## config.mk

```make
export PLATFORM = sky130hd
export DESIGN_NAME = aegis_result_streamer
export DESIGN_NICKNAME = d
export VERILOG_FILES = /design/src/rtl/aegis_pkg.sv /design/src/rtl/aegis_byte_mux.sv /design/src/rtl/aegis_result_streamer.sv
export SDC_FILE = /design/constraint.sdc
export NUM_CORES = 1
export LEC_CHECK = 0
export ABC_AREA = 1
export BUFFER_PORTS_ARGS = -buffer_cell sky130_fd_sc_hd__buf_2
export CORE_MARGIN = 10
export CORE_UTILIZATION = 41
export DETAILED_ROUTE_END_ITERATION = 8
export GPL_TIMING_DRIVEN = 0
export PLACE_DENSITY_LB_ADDON = 0.2
export SLEW_MARGIN = 20
export SYNTH_ARGS = -nofsm -noshare
export SYNTH_HDL_FRONTEND = slang
export SYNTH_SLANG_ARGS = --single-unit
```

## constraint.sdc

```tcl
create_clock -name clk -period 2.8 [get_ports clk]
set_input_delay 0.14 -clock clk [delete_from_list [all_inputs] [get_ports clk]]
set_output_delay 0.14 -clock clk [all_outputs]
set_load 0.01 [all_outputs]
```

## src/rtl/aegis_pkg.sv

```systemverilog
// Shared definitions for the accumulator result streamer and its byte selector.
package aegis_pkg;

  localparam int unsigned ACC_W_DEF       = 128;
  localparam int unsigned BYTE_W_DEF      = 8;
  localparam int unsigned BYTES_PER_FRAME = ACC_W_DEF / BYTE_W_DEF;

  typedef enum logic [1:0] {
    ST_IDLE   = 2'd0,
    ST_STREAM = 2'd1,
    ST_CSUM   = 2'd2
  } state_t;

endpackage

```

## src/rtl/aegis_byte_mux.sv

```systemverilog
// Combinational byte selector: picks byte idx out of a wide snapshot, in either byte order.
module aegis_byte_mux #(
  parameter int unsigned ACC_W     = 128,
  parameter int unsigned BYTE_W    = 8,
  parameter int unsigned LSB_FIRST = 1,
  parameter int unsigned IDX_W     = 4
) (
  input  logic [ACC_W-1:0]  snapshot,
  input  logic [IDX_W-1:0]  idx,
  output logic [BYTE_W-1:0] byte_out
);

  localparam int unsigned NBYTES = ACC_W / BYTE_W;

  always_comb begin
    int unsigned sel;
    sel = (LSB_FIRST != 0) ? 32'(idx) : (NBYTES - 1 - 32'(idx));
    byte_out = snapshot[sel*BYTE_W +: BYTE_W];
  end

endmodule

```

## src/rtl/aegis_result_streamer.sv

```systemverilog
// Snapshots the MAC accumulator on acc_done and streams it out as bytes plus an XOR checksum byte.
module aegis_result_streamer
  import aegis_pkg::*;
#(
  parameter int unsigned ACC_W     = ACC_W_DEF,
  parameter int unsigned BYTE_W    = BYTE_W_DEF,
  parameter int unsigned LSB_FIRST = 1
) (
  input  logic              clk,
  input  logic              rst_n,
  input  logic [ACC_W-1:0]  acc_in,
  input  logic              acc_done,
  output logic [BYTE_W-1:0] out_data,
  output logic              out_valid,
  input  logic              out_ready,
  output logic              out_first,
  output logic              out_last,
  output logic              busy,
  output logic              overrun,
  input  logic              overrun_clr
);

  localparam int unsigned NBYTES = ACC_W / BYTE_W;
  localparam int unsigned IDX_W  = (NBYTES > 1) ? $clog2(NBYTES) : 1;
  localparam logic [IDX_W-1:0] LAST_IDX = IDX_W'(NBYTES - 1);

  state_t             state, state_nxt;
  logic [IDX_W-1:0]   idx;
  logic [ACC_W-1:0]   snapshot;
  logic [BYTE_W-1:0]  csum;
  logic [BYTE_W-1:0]  mux_byte;
  logic               overrun_q;
  logic               capture;
  logic               xfer;
  logic               drop;

  aegis_byte_mux #(
    .ACC_W    (ACC_W),
    .BYTE_W   (BYTE_W),
    .LSB_FIRST(LSB_FIRST),
    .IDX_W    (IDX_W)
  ) u_byte_mux (
    .snapshot(snapshot),
    .idx     (idx),
    .byte_out(mux_byte)
  );

  always_ff @(posedge clk or negedge rst_n) begin
    if (!rst_n) state <= ST_IDLE;
    else        state <= state_nxt;
  end

  always_comb begin
    state_nxt = state;
    out_valid = 1'b0;
    out_first = 1'b0;
    out_last  = 1'b0;
    out_data  = '0;
    capture   = 1'b0;
    case (state)
      ST_IDLE: begin
        if (acc_done) begin
          capture   = 1'b1;
          state_nxt = ST_STREAM;
        end
      end
      ST_STREAM: begin
        out_valid = 1'b1;
        out_data  = mux_byte;
        out_first = (idx == '0);
        if (out_ready && (idx == LAST_IDX)) state_nxt = ST_CSUM;
      end
      ST_CSUM: begin
        out_valid = 1'b1;
        out_data  = csum;
        out_last  = 1'b1;
        // A new frame may start on the checksum transfer itself, avoiding an idle bubble.
        if (out_ready) begin
          if (acc_done) begin
            capture   = 1'b1;
            state_nxt = ST_STREAM;
          end else begin
            state_nxt = ST_IDLE;
          end
        end
      end
      default: state_nxt = ST_IDLE;
    endcase
  end

  assign xfer    = out_valid && out_ready;
  assign drop    = acc_done && !capture;
  assign busy    = (state != ST_IDLE);
  assign overrun = overrun_q;

  always_ff @(posedge clk or negedge rst_n) begin
    if (!rst_n) begin
      idx       <= '0;
      snapshot  <= '0;
      csum      <= '0;
      overrun_q <= 1'b0;
    end else begin
      if (capture) begin
        snapshot <= acc_in;
        idx      <= '0;
        csum     <= '0;
      end else if (xfer && (state == ST_STREAM)) begin
        csum <= csum ^ mux_byte;
        // idx parks on the last byte while the checksum goes out; it restarts only on frame exit.
        if (idx != LAST_IDX) idx <= idx + 1'b1;
      end else if (xfer && (state == ST_CSUM)) begin
        idx <= '0;
      end

      if (drop)             overrun_q <= 1'b1;
      else if (overrun_clr) overrun_q <= 1'b0;
    end
  end

endmodule

```

* Word level (Yosys, flattened, before mapping)
Cells that the tools add are included.
W data, S select, Z words.
** Operators by class
- Shift operators :: 1
- Equality and inequality tests :: 8
- Bitwise operators :: 1
- Multiplexer cells :: 20
- Add/sub/neg operators :: 1
- Reductions and logical operators :: 15
** Operator list (number)
- $shiftx A128 B8 Y8 :: 1
- $mux W4 :: 4
- $mux W8 :: 2
- $pmux W8 S2 :: 1
- $mux W1 :: 8
- $xor A8 B8 Y8 :: 1
- $mux W2 :: 3
- $ne A2 B2 Y1 const B :: 3
- $pmux W2 S3 :: 1
- $reduce_bool A2 Y1 :: 3
- $logic_and A1 B1 Y1 :: 5
- $add A4 B1 Y4 const B :: 1
- $eq A4 B4 Y1 const B :: 1
- $logic_not A4 Y1 :: 1
- $ne A4 B4 Y1 const B :: 1
- $ne A3 B2 Y1 const B :: 1
- $reduce_and A3 Y1 :: 1
- $reduce_bool A3 Y1 :: 1
- $eq A2 B1 Y1 const B :: 1
- $eq A2 B2 Y1 const B :: 1
- $logic_not A2 Y1 :: 1
- $pmux W1 S2 :: 1
- $reduce_and A2 Y1 :: 1
- $reduce_or A2 Y1 :: 1
- $logic_not A1 Y1 :: 1
** Storage, ports and cells
- Register bits :: 143

* Logic depth before layout (Yosys ltp)
- Word-level depth :: 8
- Mapped depth :: 12
- Gate-level depth less buffers :: 10

* Hierarchy
From an unflattened synthesis, not the netlist that was laid out.
** Unflattened totals
- Cells, all modules :: 1074
- Area total of the unflattened synthesis :: 7574.8 um2
** By module, submodules not included
- aegis_result_streamer :: area each 5918.2 um2, cells each 686, instances 1, sequential area each 3578.4 um2
- aegis_byte_mux :: area each 1656.6 um2, cells each 388, instances 1, sequential area each 0.0 um2

* Least setup slack after synthesis
No wires, ideal clock.
- Path kind :: register -> register
- From :: register state[0]
- To :: register idx[2]
- Arrival time :: 1.724 ns
- Clock period less this slack :: 1.851 ns
- Setup slack :: 0.949 ns
- Data required time :: 2.673 ns
- Stages on the path, launching flop included :: 11
- Cell sequence :: dfrtp_1 -> inv_1 -> ha_1 -> buf_4 -> nand2_1 -> nor2_4 -> inv_1 -> o21ai_0 -> nand2_1 -> a21oi_1 -> a21oi_1
** Between the ends
- Cells in the longest elaborated chain, start to end :: 7
- Elaborated cells between the ends (all ways) :: 14
- Classes of those cells :: eq/ne (3); mux (4); reduce/logical (7)
** RTL lines
- from (decl) :: line aegis_result_streamer.sv:27 : state_t state, state_nxt;
- from (signal assigned) :: line aegis_result_streamer.sv:50 : else state <= state_nxt;
- $eq A2 B1 Y1 / $eq A2 B2 Y1 (equally long branches) :: line aegis_result_streamer.sv:60 : case (state)
- $reduce_or A2 Y1 (no source line) (*)
- $mux W1 (*) :: line aegis_result_streamer.sv:60
- named net out_valid :: line aegis_result_streamer.sv:14 : output logic out_valid,
- $logic_and A1 B1 Y1 (*) :: line aegis_result_streamer.sv:91 : assign xfer = out_valid && out_ready;
- $logic_and A1 B1 Y1, on equally long branches :: line aegis_result_streamer.sv:107, aegis_result_streamer.sv:111
- $ne A3 B2 Y1 (no source line) (tied with other cells)
- $reduce_and A2 Y1 (no source line) / $mux W4 (equally long branches)
- to (signal assigned) :: line aegis_result_streamer.sv:110 : if (idx != LAST_IDX) idx <= idx + 1'b1;
- to (decl) :: line aegis_result_streamer.sv:28 : logic [IDX_W-1:0] idx;
Mark *: on every way through the listed nets, which the timed path passes. The rest lies on a longest branch.
A chain may end at the register's enable or synchronous reset.

* Worst setup path in the final report
- From :: register idx[0]
- To :: output out_data[4]
** Between the ends
- Cells in the longest elaborated chain, start to end :: 2
** RTL lines
- $shiftx A128 B8 Y8 :: line aegis_byte_mux.sv:18 : byte_out = snapshot[sel*BYTE_W +: BYTE_W];
- $pmux W8 S2 :: line aegis_result_streamer.sv:60
- to (decl) :: line aegis_result_streamer.sv:13 : output logic [BYTE_W-1:0] out_data,
No other way between the ends.

==> flow_metrics.py <==
metrics = {
    "outcome": {
        "status": "finished, final reports clean",
    },
    "sta": {
        "drv_slew": 0,
        "whs_ns": 0.02977,
        "hold_viol_final": 0,
        "max-slew-margin-rel": 0.6160,
        "fin_skew_ns": 0.005847,
        "clock.fmax_ghz": 0.4210,
        "period_share": 0.8483,
        "setup_viol": 0,
        "fin_ws_ns": 0.4246,
        "min_period_ns": 2.375,
        "tns_ns": 0,
        "rsz0062_at_grt": "no",
        "tightest_slew_ns": 0.5760,
    },
    "synthesis": {
        "netlist_instances": 975,
        "ys_types": 27,
        "synth_top_family_by_area": "simple AND/OR/NAND/NOR gates",
        "syn_nets": 1116,
        "synth-seq-cells": 143,
        "synth_area_leader_cell": "dfrtp_1",
        "synthTopCellsByArea": "dfrtp_1 (50%), nand2_1 (24%), o21ai_0 (5.8%)",
        "synth_compound_area_frac": 0.07118,
        "synthAdderAreaFrac": 0.01399,
        "avgSynthCellArea_sq_um": 7.338,
        "muxShareOfSynthArea": 0,
        "synth_xor_area_frac": 0.001224,
        "synth-simple-area-share": 0.3314,
        "syn_area_sq_mm": 0.007154,
        "yosysWarnings": 0,
        "synth_top_area_frac": 0.5002,
        "ys_seq_area_frac": 0.5002,
    },
    "clocking": {
        "clock_path_buffers": 2,
        "cts_hold_buf": 130,
        "cts-root-buf": "clkbuf_16",
        "cts_buffers": 17,
        "insertion_delay_ns": 0.42,
        "clk_pin_slew_ns": 0.06,
        "cts_tree": "built",
        "clock-sinks": 143,
        "post_cts_resized": 0,
        "cts_setup_buffers": 0,
        "htree_levels": 4,
    },
    "global_route": {
        "grt_usage": 0.2005,
        "grt_pass1_wl_um": 38040,
        "grt_max_degree": 80,
        "grt_pass1_vias": 7453,
        "antenna_found_initial": 0,
        "grt_overflow": 0,
    },
    "layout": {
        "fin_nets": 1411,
        "stdcell_area_sq_mm": 0.01018,
        "post-route-util": 0.5924,
        "diodes": 0,
        "drive_gt1_frac": 0.1793,
        "syn_to_final_growth_pct": 42.23,
    },
    "pwr": {
        "leakagePower_nw": 5.301,
        "vdd_drop_max_mv": 0.5026,
        "p_per_area_mw_per_mm2": 983.4,
    },
    "critical_path": {
        "r2r_end": "snapshot[52]$_DFFE_PN0N_",
        "cp-end-kind": "output pin",
        "start_kind": "flop",
        "cp_slowest_stage_delay_ns": 0.35,
        "r2r_start": "state[0]$_DFFE_PN0P_",
        "critical_path_class": "reg2out",
        "crit_path_frequent_cell": "nand2_1",
        "required_ns": 2.66,
        "worstPathArrival_ns": 2.24,
        "r2r_slack_ns": 0.59,
        "cp_max_fo": 10,
        "crit_slowest_cell": "dfrtp_1",
        "ff2ff_path_depth": 9,
        "path_cells": "buf_2 > clkbuf_1 > o21ai_0 > nand2_1 > nand3_1 > nand2_1 > nand2_2 > nand2_1 > nand2_1 > buf_2",
    },
    "worst_hold_path": {
        "hold_depth": 3,
        "hold_class": "in2reg",
        "hp-start": "acc_done",
        "worstHoldEndpoint": "overrun$_DFFE_PN0P_",
    },
    "routing": {
        "vias": 7113,
        "drt-pass1-iter-count": 5,
        "drtAntennaViolNets": 0,
        "finalWirelength_um": 23280,
        "wl_per_cell_um": 15.44,
        "drtIter0Drc": 484,
        "drc": 0,
        "via_per_inst": 4.717,
    },
    "floorplanning": {
        "fp-row-count": 48,
        "dieHeight_um": 152.1,
        "dieArea_sq_mm": 0.02313,
        "pin_count": 146,
        "die_w_um": 152.1,
        "initial_core_util": 0.4165,
        "core_sq_mm": 0.01718,
    },
    "placed_design": {
        "io_buffers": 145,
        "dpl_cell_area_sq_mm": 0.008199,
        "dp_hpwl_um": 16170,
        "gp_congestion": 0.8259,
        "dp_slack_ns": 0.6008,
    },
    "run": {
        "cap_violations": 0,
    },
}
-- logic make-up (layout without fill, tap and decap cells) --
group           after synthesis  count (layout)
compound gates              100             100
xor+xnor                      1               1
fa+ha+maj                     8               8
buf+inv                     132             440
flops                       143             143
simple gates                591             591
-- how the worst max path moves through the flow --
stage | startpoint | endpoint | slack [ns] | cells past startpoint
floorplan | state[0]$_DFFE_PN0P_ | idx[2]$_DFFE_PN0P_ | 0.95 | 10
global placement | rst_n | snapshot[84]$_DFFE_PN0N_ | -0.56 | 1
detailed placement | state[0]$_DFFE_PN0P_ | snapshot[52]$_DFFE_PN0N_ | 0.60 | 9
CTS | idx[0]$_DFFE_PN0P_ | out_data[4] | 0.39 | 10
global route | idx[0]$_DFFE_PN0P_ | out_data[4] | 0.25 | 10
finish | idx[0]$_DFFE_PN0P_ | out_data[4] | 0.42 | 10
-- synth_stat cells --
master and n:
xor2_1 1, clkinv_1 1, o211ai_1 1, dfrtp_1 143, o31ai_1 1, nand2_1 451
clkbuf_1 11, nand3_1 62, nand3_2 4, nor2_1 61, buf_6 3, inv_2 3
nor2_4 1, buf_4 6, o22ai_1 3, buf_8 1, inv_4 1, o21ai_0 83
inv_1 74, nor3_1 1, ha_1 8, nand4_1 1, nand2_2 9, nor2_8 1
buf_1 6, a21oi_1 12, buf_2 26
-- cell usage in the layout (no fill, tap or decap), drive strengths merged --
cell	n
nand4	1
xor2	1
bufinv	7
buf	188
nor2	63
clkinv	6
nor3	1
clkbuf	31
o21ai	83
nand2	460
nand3	66
inv	78
dlygate4sd3	130
ha	8
dfrtp	143
o22ai	3
o211ai	1
o31ai	1
a21oi	12
-- layer usage --
metal	share of wire	vias up	GRT usage
met5	0	-	0
met4	0.014	0	0.05273
met3	0.058	23	0.04657
met2	0.47	183	0.3286
met1	0.46	3313	0.2601
li1	-	3594	-
-- final cells by class --
cell class,count,area (sq um)
buffer,53,287.8
clock buffer,20,436.7
clock inverter,12,239.0
fill,1643,7000
inverter,79,299.0
multi-input combinational,700,2989
sequential,143,3578
tap,225,281.5
timing repair buffer,276,2064
-- registers in the layout (all words and copies together) (netlist names) --
register and flops:
idx 4, state 2, snapshot 128, overrun 1, csum 8
-- critical path: cells and delay by family, from the launching register on --
| kind | cells | cell delay (ns) |
|---|---|---|
| AOI/OAI and AO/OA | 1 | 0.22 |
| buffers and inverters | 3 | 0.70 |
| DFF | 1 | 0.35 |
| and+or+nand+nor | 6 | 0.55 |
-- through the flow --
stage | power [mW] | std cells
final | 10.01 | 1508
after global placement | 7.136 | 1345
after detailed placement | 7.225 | 1346
after global routing | 10.78 | 1508
after CTS | 10.03 | 1508
after floorplan | 5.954 | 975
-- power breakdown --
group          internal, mW  switching, mW  total (mW)
Clock                  1.76          0.871        2.63
Combinational          1.38           2.57        3.95
Sequential             3.02          0.406        3.43
Total                  6.16           3.85        10.0
(Power assumes the default switching activity.)
